[src/rtl/spi_master_cfg.sv]
// Configurable full-duplex SPI master: one word per accepted start, run-time CPOL/CPHA,
// per-word D/C flag and chip-select hold across bursts.
module spi_master_cfg #(
  parameter int DATA_W    = 8,
  parameter int DIV_W     = 16,
  parameter bit LSB_FIRST = 1'b0
) (
  input  logic              clk,
  input  logic              reset,
  input  logic              start,
  input  logic [DATA_W-1:0] data_in,
  input  logic              dc_in,
  input  logic              cpol,
  input  logic              cpha,
  input  logic              keep_cs,
  input  logic [DIV_W-1:0]  div_factor,
  input  logic              miso,
  output logic              mosi,
  output logic              sclk,
  output logic              sce,
  output logic              dc,
  output logic [DATA_W-1:0] data_out,
  output logic              busy,
  output logic              avail
);
  localparam int EW = $clog2(2*DATA_W+1);
  localparam logic [EW-1:0] LAST_E = EW'(2*DATA_W);

  typedef enum logic [2:0] {IDLE, SETUP, SHIFT, HOLD, DONE} state_t;
  state_t state;

  logic [DATA_W-1:0] tx, rx, rx_next;
  logic [DIV_W-1:0]  h, cnt;
  logic [EW-1:0]     ecnt, edge_idx;
  logic              cpol_q, cpha_q, keep_q;
  logic              accept, tick, do_edge, sample;

  function automatic logic first_bit(input logic [DATA_W-1:0] w);
    return LSB_FIRST ? w[0] : w[DATA_W-1];
  endfunction

  function automatic logic [DATA_W-1:0] shifted(input logic [DATA_W-1:0] w);
    return LSB_FIRST ? (w >> 1) : (w << 1);
  endfunction

  assign accept   = start && (state == IDLE || state == DONE);
  assign tick     = (cnt == h - DIV_W'(1));
  // The end of SETUP is itself edge 0, so SHIFT spans exactly 2*DATA_W half-periods.
  assign edge_idx = (state == SETUP) ? '0 : ecnt;
  assign do_edge  = tick && ((state == SETUP) || (state == SHIFT && ecnt != LAST_E));
  // Even edges lead; cpha decides whether leading or trailing edges sample.
  assign sample   = (~edge_idx[0]) ^ cpha_q;
  assign rx_next  = LSB_FIRST ? {miso, rx[DATA_W-1:1]} : {rx[DATA_W-2:0], miso};

  always_ff @(posedge clk) begin
    if (reset) begin
      state    <= IDLE;
      sclk     <= 1'b0;
      sce      <= 1'b1;
      mosi     <= 1'b0;
      dc       <= 1'b0;
      data_out <= '0;
      busy     <= 1'b0;
      avail    <= 1'b0;
      keep_q   <= 1'b0;
      cpol_q   <= 1'b0;
      cpha_q   <= 1'b0;
      h        <= DIV_W'(1);
      cnt      <= '0;
      ecnt     <= '0;
      tx       <= '0;
      rx       <= '0;
    end else begin
      avail <= 1'b0;
      if (accept) begin
        state  <= SETUP;
        busy   <= 1'b1;
        sce    <= 1'b0;
        dc     <= dc_in;
        cpol_q <= cpol;
        cpha_q <= cpha;
        keep_q <= keep_cs;
        h      <= (div_factor == '0) ? DIV_W'(1) : div_factor;
        sclk   <= cpol;
        cnt    <= '0;
        ecnt   <= '0;
        rx     <= '0;
        if (!cpha) begin
          mosi <= first_bit(data_in);
          tx   <= shifted(data_in);
        end else begin
          tx   <= data_in;
        end
      end else begin
        case (state)
          IDLE: begin
            sclk <= cpol;
            sce  <= ~keep_q;
          end
          SETUP: begin
            cnt <= tick ? '0 : cnt + DIV_W'(1);
            if (tick) state <= SHIFT;
          end
          SHIFT: begin
            cnt <= tick ? '0 : cnt + DIV_W'(1);
            if (tick && ecnt == LAST_E) state <= HOLD;
          end
          HOLD: begin
            cnt <= tick ? '0 : cnt + DIV_W'(1);
            if (tick) begin
              state    <= DONE;
              data_out <= rx;
              avail    <= 1'b1;
              busy     <= 1'b0;
              sce      <= ~keep_q;
            end
          end
          DONE: begin
            state <= IDLE;
            sclk  <= cpol;
            sce   <= ~keep_q;
          end
          default: state <= IDLE;
        endcase
        if (do_edge) begin
          sclk <= ~sclk;
          ecnt <= edge_idx + EW'(1);
          if (sample) begin
            rx <= rx_next;
          end else if (edge_idx != LAST_E - EW'(1)) begin
            // No new bit after the final trailing edge: mosi keeps the last bit through HOLD.
            mosi <= first_bit(tx);
            tx   <= shifted(tx);
          end
        end
      end
    end
  end
endmodule

[config.mk]
export PLATFORM = sky130hd
export DESIGN_NAME = spi_master_cfg
export DESIGN_NICKNAME = d
export VERILOG_FILES = /design/src/rtl/spi_master_cfg.sv
export SDC_FILE = /design/constraint.sdc
export NUM_CORES = 1
export LEC_CHECK = 0
export ABC_AREA = 1
export CORE_AREA = 3 3 97 99
export CTS_BUF_LIST = sky130_fd_sc_hd__clkbuf_4 sky130_fd_sc_hd__clkbuf_8
export CTS_CLUSTER_DIAMETER = 50
export CTS_CLUSTER_SIZE = 24
export DETAILED_ROUTE_END_ITERATION = 8
export DIE_AREA = 0 0 100 102
export PLACE_DENSITY_LB_ADDON = 0.25
export SYNTH_ARGS = -nofsm -noshare
export SYNTH_HDL_FRONTEND = slang
export SYNTH_SLANG_ARGS = --single-unit
export TNS_END_PERCENT = 20
[constraint.sdc]
create_clock -name clk -period 4.6 [get_ports clk]
set_input_delay 0.92 -clock clk [delete_from_list [all_inputs] [get_ports clk]]
set_output_delay 0.92 -clock clk [all_outputs]
set_load 0.02 [all_outputs]
==> out/qor.txt <==
===============================================================================================
Final Max Slew Viols                                                                          0
Met3 Use GR                                                                               2.73%
Global Route Usage Sum                                                                    20.9%
Syn Inst Count                                                                              655
Peak supply drop                                                                       0.141 mV
Slowest cell on the critical path                                                  sky130_fd_sc_hd__dfxtp_1
# port buffers                                                                               45
Vias per cell                                                                              5.09
Post-synth EDFFs                                                                              0
Final period util                                                                         55.3%
Routing layer with the top usage in global route                                           met2
Total Routed Length                                                                    10300 um
Count of synthesis-stage warnings from yosys                                                  0
Synth Net Count                                                                             691
Number of instances in the placed design                                                    802
CP Capture Type                                                                        register
Total Nets Final                                                                            741
Outcome                                                                            finished clean
First DRT Iteration DRCs                                                                    212
# fillers                                                                                   843
RD Place Congestion                                                                       0.932
Critical-path maximum fanout                                                                 12
Cell Area, Synth                                                                   0.00426 mm^2
Depth of the most critical reg-to-reg path                                                   15
Share of post-route cells with drive strength above 1                                     10.3%
Ports                                                                                        46
Prevailing post-synth register cell                                                sky130_fd_sc_hd__dfxtp_1
Detailed-route DRC error count                                                                0
CP dominant cell by count                                                          sky130_fd_sc_hd__nand2_1
Most used standard cell by instance count after synthesis                          sky130_fd_sc_hd__nand2_1
Routed Antenna Nets                                                                           0
Transition time of the tightest slew-check pin                                         0.609 ns
Critical path cell sequence                                                        inv_2 -> ha_1 -> nand2_1 -> nor2_2 -> nand2_1 -> nand2_1 -> nand3_1 -> nor2_4 -> nand3_1 -> nor2_4 -> nand2_2 -> nand2_2 -> nor2_1 -> o21ai_0 -> inv_1
FP Rows                                                                                      34
Proportion of synthesized flip-flops having asynchronous set or reset                        0%
Number of register bits inferred by synthesis                                                72
Maximum number of pins on one net before global-route repair                                 22
Worst slew margin                                                                         59.4%
Maximum clock path buffer count                                                               2
Vertical extent of the die                                                               102 um
Buffer cell driving the clock tree root                                            sky130_fd_sc_hd__clkbuf_8
Clock insertion delay at the later pin of the skew report                               0.35 ns
Number of maximum-capacitance violations                                                      0
Initial Util                                                                              49.3%
Type of the worst min-delay path                                                   register to register
Hold buffer count at CTS                                                                      0
CTS tree                                                                                  built
R2R Path Start                                                                     h[0]$_SDFFE_PP1P_
Initial antenna violation count                                                               0
Total CTS buffers                                                                             9
Data arrival time at the worst-slack endpoint                                           2.79 ns
Data required time at the worst endpoint                                                4.85 ns
Switching part of the total power                                                         32.4%
Clock Sink Count                                                                             72
Capture point of the worst reg-to-reg path                                         cnt[13]$_SDFFE_PP0P_
Final critical path time including I/O delays and setup                                 2.54 ns
Number of cells in the finished layout apart from fillers                                   818
Worst-case clock skew                                                                 0.0161 ns
Peak Freq                                                                             0.393 GHz
Number of hold violations in the final report                                                 0
Critical Path Source Type                                                              register
Met1 global-route usage                                                                   29.6%
Setup violation total in the final timing report                                              0
Min-delay src                                                                      data_out[3]$_SDFFE_PP0P_
Number of optimization iterations in the first detailed-route pass                            4
RSZ-0062 raised after global routing                                                      false
Depth of the CTS H-tree                                                                       3
Endpoint of the worst hold-timing path                                             data_out[3]$_SDFFE_PP0P_
Met2 layer usage reported by global route                                                 33.4%
Start-to-end type of the worst setup path                                          register to register
Power per Cell Area                                                                 302 mW/mm^2
Aggregate global routing overflow                                                             0
Proportion of power drawn by flip-flops and latches                                       44.3%
Leakage power total                                                                     2.38 nW
Vias in the first global route                                                             3657
Horizontal die dimension                                                                 100 um
Combinational share of power                                                              21.6%
Internal reg-to-reg setup slack                                                         2.06 ns
Wire length of the first global-routing pass                                           17200 um
Post-CTS setup-driven buffer insertion count                                                  0
Multi-input gate area                                                              0.00237 mm^2
Total internal power                                                                    1.02 mW
Delay contributed by the slowest stage of the critical path                             0.35 ns
Hold Crit Depth                                                                               2
Post-synthesis cell type count                                                               41
Post-Syn Area per Cell                                                                6.50 um^2
PostCTS Resize Cnt                                                                            0
Share of the synthesized area in the top cell type                                        33.9%
Clock power share                                                                         34.1%
Setup tns final                                                                            0 ns
Final antenna diode count                                                                     0
WL/cell                                                                                 12.6 um
Detail Placement HPWL                                                                   8070 um
Core area                                                                          0.00864 mm^2
Clock input transition at the sequential cells of the worst setup and hold paths        0.09 ns
Share of synthesized area occupied by flip-flops and latches                              33.9%
Area taken by flip-flops and latches                                               0.00144 mm^2
Cell type with the largest total area after synthesis                              sky130_fd_sc_hd__dfxtp_1
Area added between synthesis and finish                                                   17.8%
Overall via count from detail_route                                                        4160
Top post-synthesis cells by area                                                   sky130_fd_sc_hd__dfxtp_1 (34%), sky130_fd_sc_hd__nand2_1 (18%), sky130_fd_sc_hd__inv_1 (8.7%)
DIE AREA                                                                            0.0102 mm^2
Net switching power figure                                                             0.490 mW
Commonest cells post-synth                                                         sky130_fd_sc_hd__nand2_1 (202), sky130_fd_sc_hd__inv_1 (99), sky130_fd_sc_hd__nor2_1 (73)
===============================================================================================
## placed cells by master (no fill, tap or decap), types with 2 or more instances in the layout
cell type,count
sky130_fd_sc_hd__clkbuf_8,9
sky130_fd_sc_hd__buf_4,2
sky130_fd_sc_hd__nand2_1,202
sky130_fd_sc_hd__xor2_1,10
sky130_fd_sc_hd__nor2_2,11
sky130_fd_sc_hd__nand4_1,9
sky130_fd_sc_hd__nor2_8,3
sky130_fd_sc_hd__nand3b_1,5
sky130_fd_sc_hd__o22ai_1,4
sky130_fd_sc_hd__nand3_1,43
sky130_fd_sc_hd__inv_1,99
sky130_fd_sc_hd__nand2_4,2
sky130_fd_sc_hd__nor3_1,8
sky130_fd_sc_hd__a21oi_1,12
sky130_fd_sc_hd__nand3_2,2
sky130_fd_sc_hd__o21ai_0,24
sky130_fd_sc_hd__nor3b_1,2
sky130_fd_sc_hd__dfxtp_1,72
sky130_fd_sc_hd__inv_6,2
sky130_fd_sc_hd__nor2_4,7
sky130_fd_sc_hd__nand2_2,15
sky130_fd_sc_hd__nor2_1,73
sky130_fd_sc_hd__ha_1,4
sky130_fd_sc_hd__o221ai_1,7
sky130_fd_sc_hd__clkdlybuf4s50_1,45
sky130_fd_sc_hd__inv_2,8
sky130_fd_sc_hd__clkinv_4,3
sky130_fd_sc_hd__xnor2_1,6
sky130_fd_sc_hd__or2_2,3
sky130_fd_sc_hd__nor4_1,4
## metrics by stage
stage          cell area [um^2]  setup WS, ns  power, mW  utilization [%]  hold slack [ns]
4_1_cts                    5010          2.07       1.52             58.0            0.450
5_1_grt                    5010          1.83       1.60             58.0            0.472
2_1_floorplan              4260          2.49      0.915                -            0.426
3_3_place_gp               4810          1.91       1.01             55.7            0.430
6_report                   5010          2.06       1.51             58.0            0.446
3_5_place_dp               4810          1.80       1.01             55.7            0.432
## layer usage
metal  wire length, um  part of all wire (%)
met1              4880                    48
met2              4730                    46
met3               520                   5.1
met4               140                   1.4
met5                 0                     0
## worst max-delay path, delay by kind of cell (launching register included)
kind / cells / cell delay (ns)
adders and majority gates: 1 / 0.24
AOI/OAI and AO/OA: 1 / 0.07
DFF: 1 / 0.35
and+or+nand+nor: 11 / 1.63
buffers and inverters: 2 / 0.15
## worst max path at each step
stage,from,to,slack (ns),depth (start not counted)
5_1_grt,h[0]$_SDFFE_PP1P_,cnt[13]$_SDFFE_PP0P_,1.83,15
2_1_floorplan,state[0]$_SDFFE_PP0P_,tx[4]$_SDFFE_PP0P_,2.49,16
6_report,h[0]$_SDFFE_PP1P_,cnt[13]$_SDFFE_PP0P_,2.06,15
4_1_cts,h[0]$_SDFFE_PP1P_,cnt[13]$_SDFFE_PP0P_,2.07,15
3_3_place_gp,start,tx[4]$_SDFFE_PP0P_,1.91,11
3_5_place_dp,start,tx[2]$_SDFFE_PP0P_,1.80,11
## cell type report
class                      instances  share of cell area (%)
multi-input combinational        468                    47.2
sequential                        72                    28.8
timing repair buffer              47                    9.29
inverter                         107                    8.01
tap                              108                    2.70
clock buffer                       9                    2.47
clock inverter                     7                    1.57
## flip-flops by register name, indices dropped and copies added, names as in the netlist
name and count:
avail 1, busy 1, cnt 16, cpha_q 1, data_out 8, dc 1
ecnt 5, h 16, keep_q 1, mosi 1, rx 8, sce 1
sclk 1, state 3, tx 8
## power groups by stage
stage / Sequential [mW] / Clock [mW] / Combinational (mW)
finish: 0.671 / 0.516 / 0.327
global route: 0.674 / 0.556 / 0.367
CTS: 0.670 / 0.527 / 0.327
detailed placement: 0.685 / 0 / 0.325
global placement: 0.685 / 0 / 0.321
floorplan: 0.684 / 0 / 0.231
## logic make-up (layout without fill, tap and decap cells)
| family | after synthesis | count (layout) | synth area share (%) |
|---|---|---|---|
| AOI/OAI and AO/OA | 54 | 54 | 7.61 |
| DFF | 72 | 72 | 33.9 |
| xor gates and xnor gates | 17 | 17 | 3.67 |
| buffers and inverters | 115 | 170 | 10.6 |
| adders and majority gates | 4 | 4 | 1.18 |
| and+or+nand+nor | 393 | 393 | 43.1 |
Note: power is estimated with default switching activity, not from simulation.
